==> src/rtl/lo_iq_demod.sv <==
// lo_iq_demod: integrate-and-dump quadrature demodulator.
// Multiplies a 1-bit (+/-1) sample stream by the 1-bit sin/cos LO pair and
// accumulates both products over 2^WIN_LOG2 enabled samples. At the end of
// each window the signed I/Q sums and an |I|+|Q| magnitude estimate are
// registered onto a valid/ready output port.
//
// Ports:
//   clk_ext    - system clock, rising edge
//   rst_ext    - synchronous active-high reset
//   en         - sample strobe; din/sin_lo/cos_lo consumed only when 1
//   din        - sample bit (1 = +1, 0 = -1)
//   sin_lo     - in-phase LO bit
//   cos_lo     - quadrature LO bit
//   out_ready  - consumer accepts the current result
//   clr_ovf    - clears the sticky overrun flag
//   i_out      - signed I sum of the last completed window
//   q_out      - signed Q sum of the last completed window
//   mag_out    - unsigned |i_out| + |q_out|
//   out_valid  - result held and awaiting acceptance
//   ovf        - sticky: a window completed while a result was unaccepted
module lo_iq_demod #(
  parameter int unsigned WIN_LOG2 = 8,
  parameter int unsigned ACC_W    = 16
) (
  input  logic                    clk_ext,
  input  logic                    rst_ext,
  input  logic                    en,
  input  logic                    din,
  input  logic                    sin_lo,
  input  logic                    cos_lo,
  input  logic                    out_ready,
  input  logic                    clr_ovf,
  output logic signed [ACC_W-1:0] i_out,
  output logic signed [ACC_W-1:0] q_out,
  output logic        [ACC_W:0]   mag_out,
  output logic                    out_valid,
  output logic                    ovf
);

  // Accumulators hold [-2^WIN_LOG2, +2^WIN_LOG2] without wrapping.
  localparam int unsigned AW = WIN_LOG2 + 2;
  localparam int unsigned MW = ACC_W + 1;
  localparam logic [WIN_LOG2-1:0] CNT_LAST = '1;

  // Elaboration-time parameter legality checks.
  if (WIN_LOG2 < 2 || WIN_LOG2 > 14) begin : g_bad_win
    $error("lo_iq_demod: WIN_LOG2 must be in 2..14");
  end
  if (ACC_W < WIN_LOG2 + 2) begin : g_bad_accw
    $error("lo_iq_demod: ACC_W must be >= WIN_LOG2+2");
  end

  logic signed [AW-1:0]    r_acc_i;
  logic signed [AW-1:0]    r_acc_q;
  logic [WIN_LOG2-1:0]     r_cnt;
  logic signed [ACC_W-1:0] r_i;
  logic signed [ACC_W-1:0] r_q;
  logic [MW-1:0]           r_mag;
  logic                    r_valid;
  logic                    r_ovf;

  logic                    w_match_i;
  logic                    w_match_q;
  logic signed [AW-1:0]    w_p_i;
  logic signed [AW-1:0]    w_p_q;
  logic signed [AW-1:0]    w_sum_i;
  logic signed [AW-1:0]    w_sum_q;
  logic signed [ACC_W-1:0] w_new_i;
  logic signed [ACC_W-1:0] w_new_q;
  logic signed [MW-1:0]    w_ext_i;
  logic signed [MW-1:0]    w_ext_q;
  logic [MW-1:0]           w_abs_i;
  logic [MW-1:0]           w_abs_q;
  logic [MW-1:0]           w_mag;
  logic                    w_dump;
  logic                    w_accept;
  logic                    w_overrun;

  // Products as +1 (0..01) on match, -1 (all ones) on mismatch.
  assign w_match_i = (din == sin_lo);
  assign w_match_q = (din == cos_lo);
  assign w_p_i     = {{(AW-1){~w_match_i}}, 1'b1};
  assign w_p_q     = {{(AW-1){~w_match_q}}, 1'b1};
  assign w_sum_i   = r_acc_i + w_p_i;
  assign w_sum_q   = r_acc_q + w_p_q;

  // Sign-extend the window sums to the output width.
  assign w_new_i   = ACC_W'(w_sum_i);
  assign w_new_q   = ACC_W'(w_sum_q);

  // Magnitude is formed one bit wider so the negation cannot overflow.
  assign w_ext_i   = MW'(w_new_i);
  assign w_ext_q   = MW'(w_new_q);
  assign w_abs_i   = w_ext_i[MW-1] ? MW'(-w_ext_i) : MW'(w_ext_i);
  assign w_abs_q   = w_ext_q[MW-1] ? MW'(-w_ext_q) : MW'(w_ext_q);
  assign w_mag     = w_abs_i + w_abs_q;

  assign w_dump    = en && (r_cnt == CNT_LAST);
  assign w_accept  = r_valid && out_ready;
  assign w_overrun = w_dump && r_valid && !out_ready;

  // Accumulation, dump, handshake and overrun state.
  always_ff @(posedge clk_ext) begin
    if (rst_ext) begin
      r_acc_i <= '0;
      r_acc_q <= '0;
      r_cnt   <= '0;
      r_i     <= '0;
      r_q     <= '0;
      r_mag   <= '0;
      r_valid <= 1'b0;
      r_ovf   <= 1'b0;
    end else begin
      if (en) begin
        if (w_dump) begin
          r_acc_i <= '0;
          r_acc_q <= '0;
          r_cnt   <= '0;
        end else begin
          r_acc_i <= w_sum_i;
          r_acc_q <= w_sum_q;
          r_cnt   <= r_cnt + WIN_LOG2'(1);
        end
      end

      // A dump always loads, even when it coincides with acceptance.
      if (w_dump) begin
        r_i     <= w_new_i;
        r_q     <= w_new_q;
        r_mag   <= w_mag;
        r_valid <= 1'b1;
      end else if (w_accept) begin
        r_valid <= 1'b0;
      end

      // Set has priority over clear.
      if (w_overrun) begin
        r_ovf <= 1'b1;
      end else if (clr_ovf) begin
        r_ovf <= 1'b0;
      end
    end
  end

  assign i_out     = r_i;
  assign q_out     = r_q;
  assign mag_out   = r_mag;
  assign out_valid = r_valid;
  assign ovf       = r_ovf;

endmodule

==> config.mk <==
export PLATFORM = sky130hd
export DESIGN_NAME = lo_iq_demod
export DESIGN_NICKNAME = d
export VERILOG_FILES = /design/src/rtl/lo_iq_demod.sv
export SDC_FILE = /design/constraint.sdc
export NUM_CORES = 1
export LEC_CHECK = 0
export CORE_MARGIN = 2
export CORE_UTILIZATION = 50
export CTS_CLUSTER_SIZE = 10
export DETAILED_ROUTE_END_ITERATION = 8
export GPL_TIMING_DRIVEN = 0
export HOLD_SLACK_MARGIN = 0.06
export PLACE_DENSITY_LB_ADDON = 0.05
export SLEW_MARGIN = 10
export SYNTH_ARGS = -nofsm -noshare
export SYNTH_HDL_FRONTEND = slang
export SYNTH_SLANG_ARGS = --single-unit
==> constraint.sdc <==
create_clock -name clk_ext -period 3.91 [get_ports clk_ext]
set_input_delay 0.391 -clock clk_ext [delete_from_list [all_inputs] [get_ports clk_ext]]
set_output_delay 0.391 -clock clk_ext [all_outputs]
set_load 0.01 [all_outputs]
### Word level (Yosys, flattened, before mapping)

Index checks and enable logic that the tools add are counted.

| storage, ports and cells | value |
|---|---|
| register bits after elaboration | 67 |
| bits of input ports | 8 |
| word-level logic and storage cells | 35 |
| output and inout port bits | 51 |

| cells by class | value |
|---|---|
| equal/unequal tests | 3 |
| bitwise gates (word level) | 2 |
| add/sub/neg operators | 6 |
| reductions and logical operators | 7 |
| mux-type cells | 9 |

Operator list:

| cell | count |
|---|---|
| $mux W17 | 2 |
| $neg A10 Y17 | 2 |
| $add A10 B2 Y10 | 2 |
| $mux W10 | 2 |
| $add A17 B17 Y17 | 1 |
| $add A8 B1 Y8 const B | 1 |
| $eq A8 B8 Y1 const B | 1 |
| $mux W8 | 1 |
| $logic_and A1 B1 Y1 | 4 |
| $mux W1 | 4 |
| $reduce_bool A2 Y1 | 2 |
| $eq A1 B1 Y1 | 2 |
| $not A1 Y1 | 2 |
| $logic_not A1 Y1 | 1 |

### Depth between registers and ports, before layout

| depth | value |
|---|---|
| depth after elaboration | 6 |
| gate-level depth with buffers | 16 |
| gate-level depth less buffers | 16 |

### Least setup slack after synthesis

No wires, ideal clock.

| timing path | value |
|---|---|
| path type | in2reg |
| start | in din |
| end | reg r_mag[10], in the netlist mag_out[10] |
| stages | 16 |
| data arrival time | 3926 ps |
| path slack | -139 ps |
| data required time | 3787 ps |
| path buffers | 1 |
| cell sequence | xor2_1 > ha_1 > a211oi_2 > o211ai_1 > and3_1 > a311oi_1 > buf_6 > nor2_1 > xnor2_1 > fa_1 > a21o_1 > a21o_1 > a21oi_1 > o21ai_1 > xnor2_1 > o21ai_0 |

| between the ends | value |
|---|---|
| longest elaborated chain between the ends | 6 |
| elaborated cells on any way between the ends | 11 |

Ends and longest elaborated chain:

| item | RTL line | RTL |
|---|---|---|
| from (decl) | 28 | `input logic din,` |
| $eq A1 B1 Y1, on equally long branches | 80, 81 |  |
| $not A1 Y1, on equally long branches | 82, 83 |  |
| $add A10 B2 Y10, on equally long branches | 84, 85 |  |
| $neg A10 Y17, on equally long branches | 94, 95 |  |
| $mux W17, on equally long branches | 94, 95 |  |
| $add A17 B17 Y17 (*) | 96 | `assign w_mag = w_abs_i + w_abs_q;` |
| to (signal assigned) | 130 | `r_mag <= w_mag;` |
| to (decl) | 58 | `logic [MW-1:0] r_mag;` |

Mark *: on every way between the ends. The rest lies on a longest branch, timed or not.
A chain may end at the register's enable or synchronous reset.

### Worst setup path in the final report

| timing path | value |
|---|---|
| start | in din |
| end | reg r_mag[8], in the netlist mag_out[8] |

Same word-level chain as after synthesis.

==> impl_metrics.csv <==
group,metric,value,unit
yosys,ys_seq_area_share,30.6,%
global_route,grt.total_usage,26.3,%
final_layout,instances_no_fill,753,
timing,max_freq,265,MHz
die,fp.dieH,97.7,um
route,ant_nets,0,
timing,rsz0062_at_grt,"yes",
final_layout,area_growth,28.7,%
clock_tree,numCtsBuffers,9,
timing,setup_tns,0,ps
timing,setup_viol,0,
yosys,synth_edf_count,0,
global_route,grt_pass1_vias,3984,
route,drt-initial-drc-count,196,
yosys,syn_area,4390,sq um
worst_setup_path,r2r_start,"r_acc_i[0]$_SDFFE_PP0P_",
worst_setup_path,critPathKind,"in2reg",
yosys,synth-seq-cells,67,
timing,final.setup.worst_slack,133,ps
run_status,status,"finished, final reports clean",
final_layout,layout_commonest_cell,"dfxtp_1",
yosys,ys_warn_count,0,
final_layout,antenna_cells,0,
place,port_buffers,56,
worst_setup_path,startpoint,"din",
die,die_w,97.7,um
final_layout,nNetsFinal,687,
route,met2_length,5960,um
power,p_per_area,636,nW/um^2
timing,hold_slack,417,ps
global_route,grt_pass1_wl,20000,um
worst_setup_path,critPathRequiredTime,4140,ps
route,wl_per_cell,16.8,um
clock_tree,clockBufferDepth,2,
worst_setup_path,endpoint_kind,"flip-flop",
timing,hold_viol,0,
yosys,synth_flop_cell,"dfxtp_1",
worst_setup_path,reg2regPathDepth,14,
worst_setup_path,endpoint,"mag_out[8]$_SDFFE_PP0P_",
timing,finClkSkew,10.6,ps
yosys,avgSynthCellArea,7.99,sq um
route,drc_errors,0,
worst_hold_path,hold_path_class,"in2reg",
timing,tightest_slew,789,ps
worst_setup_path,r2r_setup_slack,170,ps
timing,drv_slew,0,
timing,period_share,96.6,%
place,dp_slack,-1500,ps
place,dp_hpwl,8990,um
place,place_inst,724,
die,start_util,50.8,%
timing,max_slew_margin,47.0,%
global_route,gr-total-overflow,0,
yosys,async_reset_ff_share,0,%
worst_setup_path,r2r_end,"mag_out[10]$_SDFFE_PP0P_",
final_layout,drive_above_1_share,13.5,%
route,wl_met1,5850,um
yosys,syn_inst,549,
worst_setup_path,worst-path-max-fanout,5,
global_route,antenna_found_initial,0,
die,core,8640,sq um
clock_tree,cts_num_sinks,67,
route,via_per_inst,5.76,
clock_tree,root_buffer,"clkbuf_8",
yosys,yosysUniqueCellTypes,62,
route,vias,4339,
global_route,grt_max_degree,12,
power,leakagePower,2.25,nW
final_layout,fin_util,65.4,%
clock_tree,clkSlewWorstSetupHoldPaths,70,ps
route,firstDrtPassIters,5,
route,dr_wl_met3,621,um
die,row_count,34,
place,place.gp.congestion,0.920,
final_layout,final_cell_mix,"dfxtp_1 (65), nor2_1 (63), nand2_1 (53), clkdlybuf4s50_1 (53), a21oi_1 (46)",
job,maxCapViolCount,0,
worst_setup_path,critPathArrivalTime,4010,ps
clock_tree,cts.htree.levels,3,
clock_tree,cts_tree,"yes",
route,top_layer_used,"met4",
die,boundaryPins,59,
clock_tree,clkLatencyLatePin,350,ps
power,peakVddDrop,0.350,mV
clock_tree,hold_buffers,0,
timing,min_period,3780,ps
die,die-area,9540,sq um
route,wirelength,12700,um
worst_setup_path,cp-start-kind,"input pin",
[power by group]
| group | switching (mW) | total (mW) | internal [mW] |
|---|---|---|---|
| Sequential | 0.0268 | 0.744 | 0.717 |
| Clock | 0.279 | 0.698 | 0.419 |
| Combinational | 1.22 | 2.15 | 0.925 |
| Total | 1.53 | 3.59 | 2.06 |
[cell usage after synthesis (5+ instances only)]
cell	number	area share, %
a211oi_1	8	1.4
a21o_1	6	1.0
a21oi_1	51	5.8
a31oi_1	10	1.4
and3_1	10	1.4
buf_2	6	0.68
buf_4	12	2.1
clkbuf_1	16	1.4
dfxtp_1	67	31
ha_1	35	10
inv_1	15	1.3
nand2_1	53	4.5
nand2b_1	6	0.86
nand3_1	29	3.3
nand4_1	6	0.86
nor2_1	63	5.4
nor3_1	12	1.4
nor4_1	5	0.71
o21a_1	5	0.86
o21ai_0	21	2.4
or3_1	6	0.86
xnor2_1	20	4.0
xor2_1	18	3.6
[state kept, by name, indices dropped and copies added (netlist names)]
| signal | count |
|---|---|
| r_acc_q | 10 |
| q_out | 10 |
| out_valid | 1 |
| r_cnt | 8 |
| r_acc_i | 10 |
| ovf | 1 |
| mag_out | 17 |
| i_out | 10 |
[worst max-delay path, cell delays in order]
cell and delay [ps]:
clkbuf_4 180, xor2_4 250, ha_1 320, a211oi_4 330
o211ai_1 200, and3_4 220, a311oi_2 260, buf_6 160
nor2_1 70, xnor2_2 170, fa_2 410, a21o_1 190
a21o_1 220, a21oi_2 200, o21bai_1 110, xnor2_1 200
o21ai_0 110
[repair_timing]
item / CTS / global route
pin swaps: 7 / 10
gates resized for setup: 28 / 22
setup buffers: 9 / 5
endpoints found under the setup margin: 10 / 6
[layer usage]
metal / up-vias / GRT usage [%]
met5: - / 0
met4: 0 / 7.59
met3: 21 / 4.68
met2: 124 / 42.9
met1: 2069 / 35.7
li1: 2125 / -
[through the flow]
stage	instance area, sq um	total power [mW]
floorplan	4440	2.16
global placement	5140	2.47
finish	5650	3.59
detailed placement	5140	2.50
CTS	5530	3.32
global route	5650	3.82
[logic make-up (layout without fill, tap and decap cells)]
group,after synthesis,count (layout),synth area share [%]
DFF,67,67,30.6
adders and majority gates,38,38,11.3
and+or+nand+nor,209,209,22.6
buffers and inverters,54,139,5.99
muxes,1,1,0.228
xor gates and xnor gates,40,40,8.61
AOI/OAI and AO/OA,139,139,20.6
other,1,12,0.0855
[worst min path at each step]
stage                            start                      end  cells after the start
2_1_floorplan  r_acc_i[3]$_SDFFE_PP0P_  r_acc_i[3]$_SDFFE_PP0P_                      2
6_report                            en  r_acc_q[8]$_SDFFE_PP0P_                      2
5_1_grt                             en  r_acc_q[8]$_SDFFE_PP0P_                      2
3_5_place_dp   mag_out[4]$_SDFFE_PP0P_  mag_out[4]$_SDFFE_PP0P_                      2
4_1_cts                             en  r_acc_q[8]$_SDFFE_PP0P_                      2
3_3_place_gp   mag_out[4]$_SDFFE_PP0P_  mag_out[4]$_SDFFE_PP0P_                      2
[final cells by class]
cell class,count,area [sq um]
Inverter,17,63.8
Multi-Input combinational cell,439,3010
Clock inverter,5,103
Sequential cell,67,1340
Buffer,37,201
Fill cell,768,2990
Tap cell,108,135
Timing Repair Buffer,70,657
Clock buffer,10,128
No activity file was read; power rests on OpenSTA's default activity.
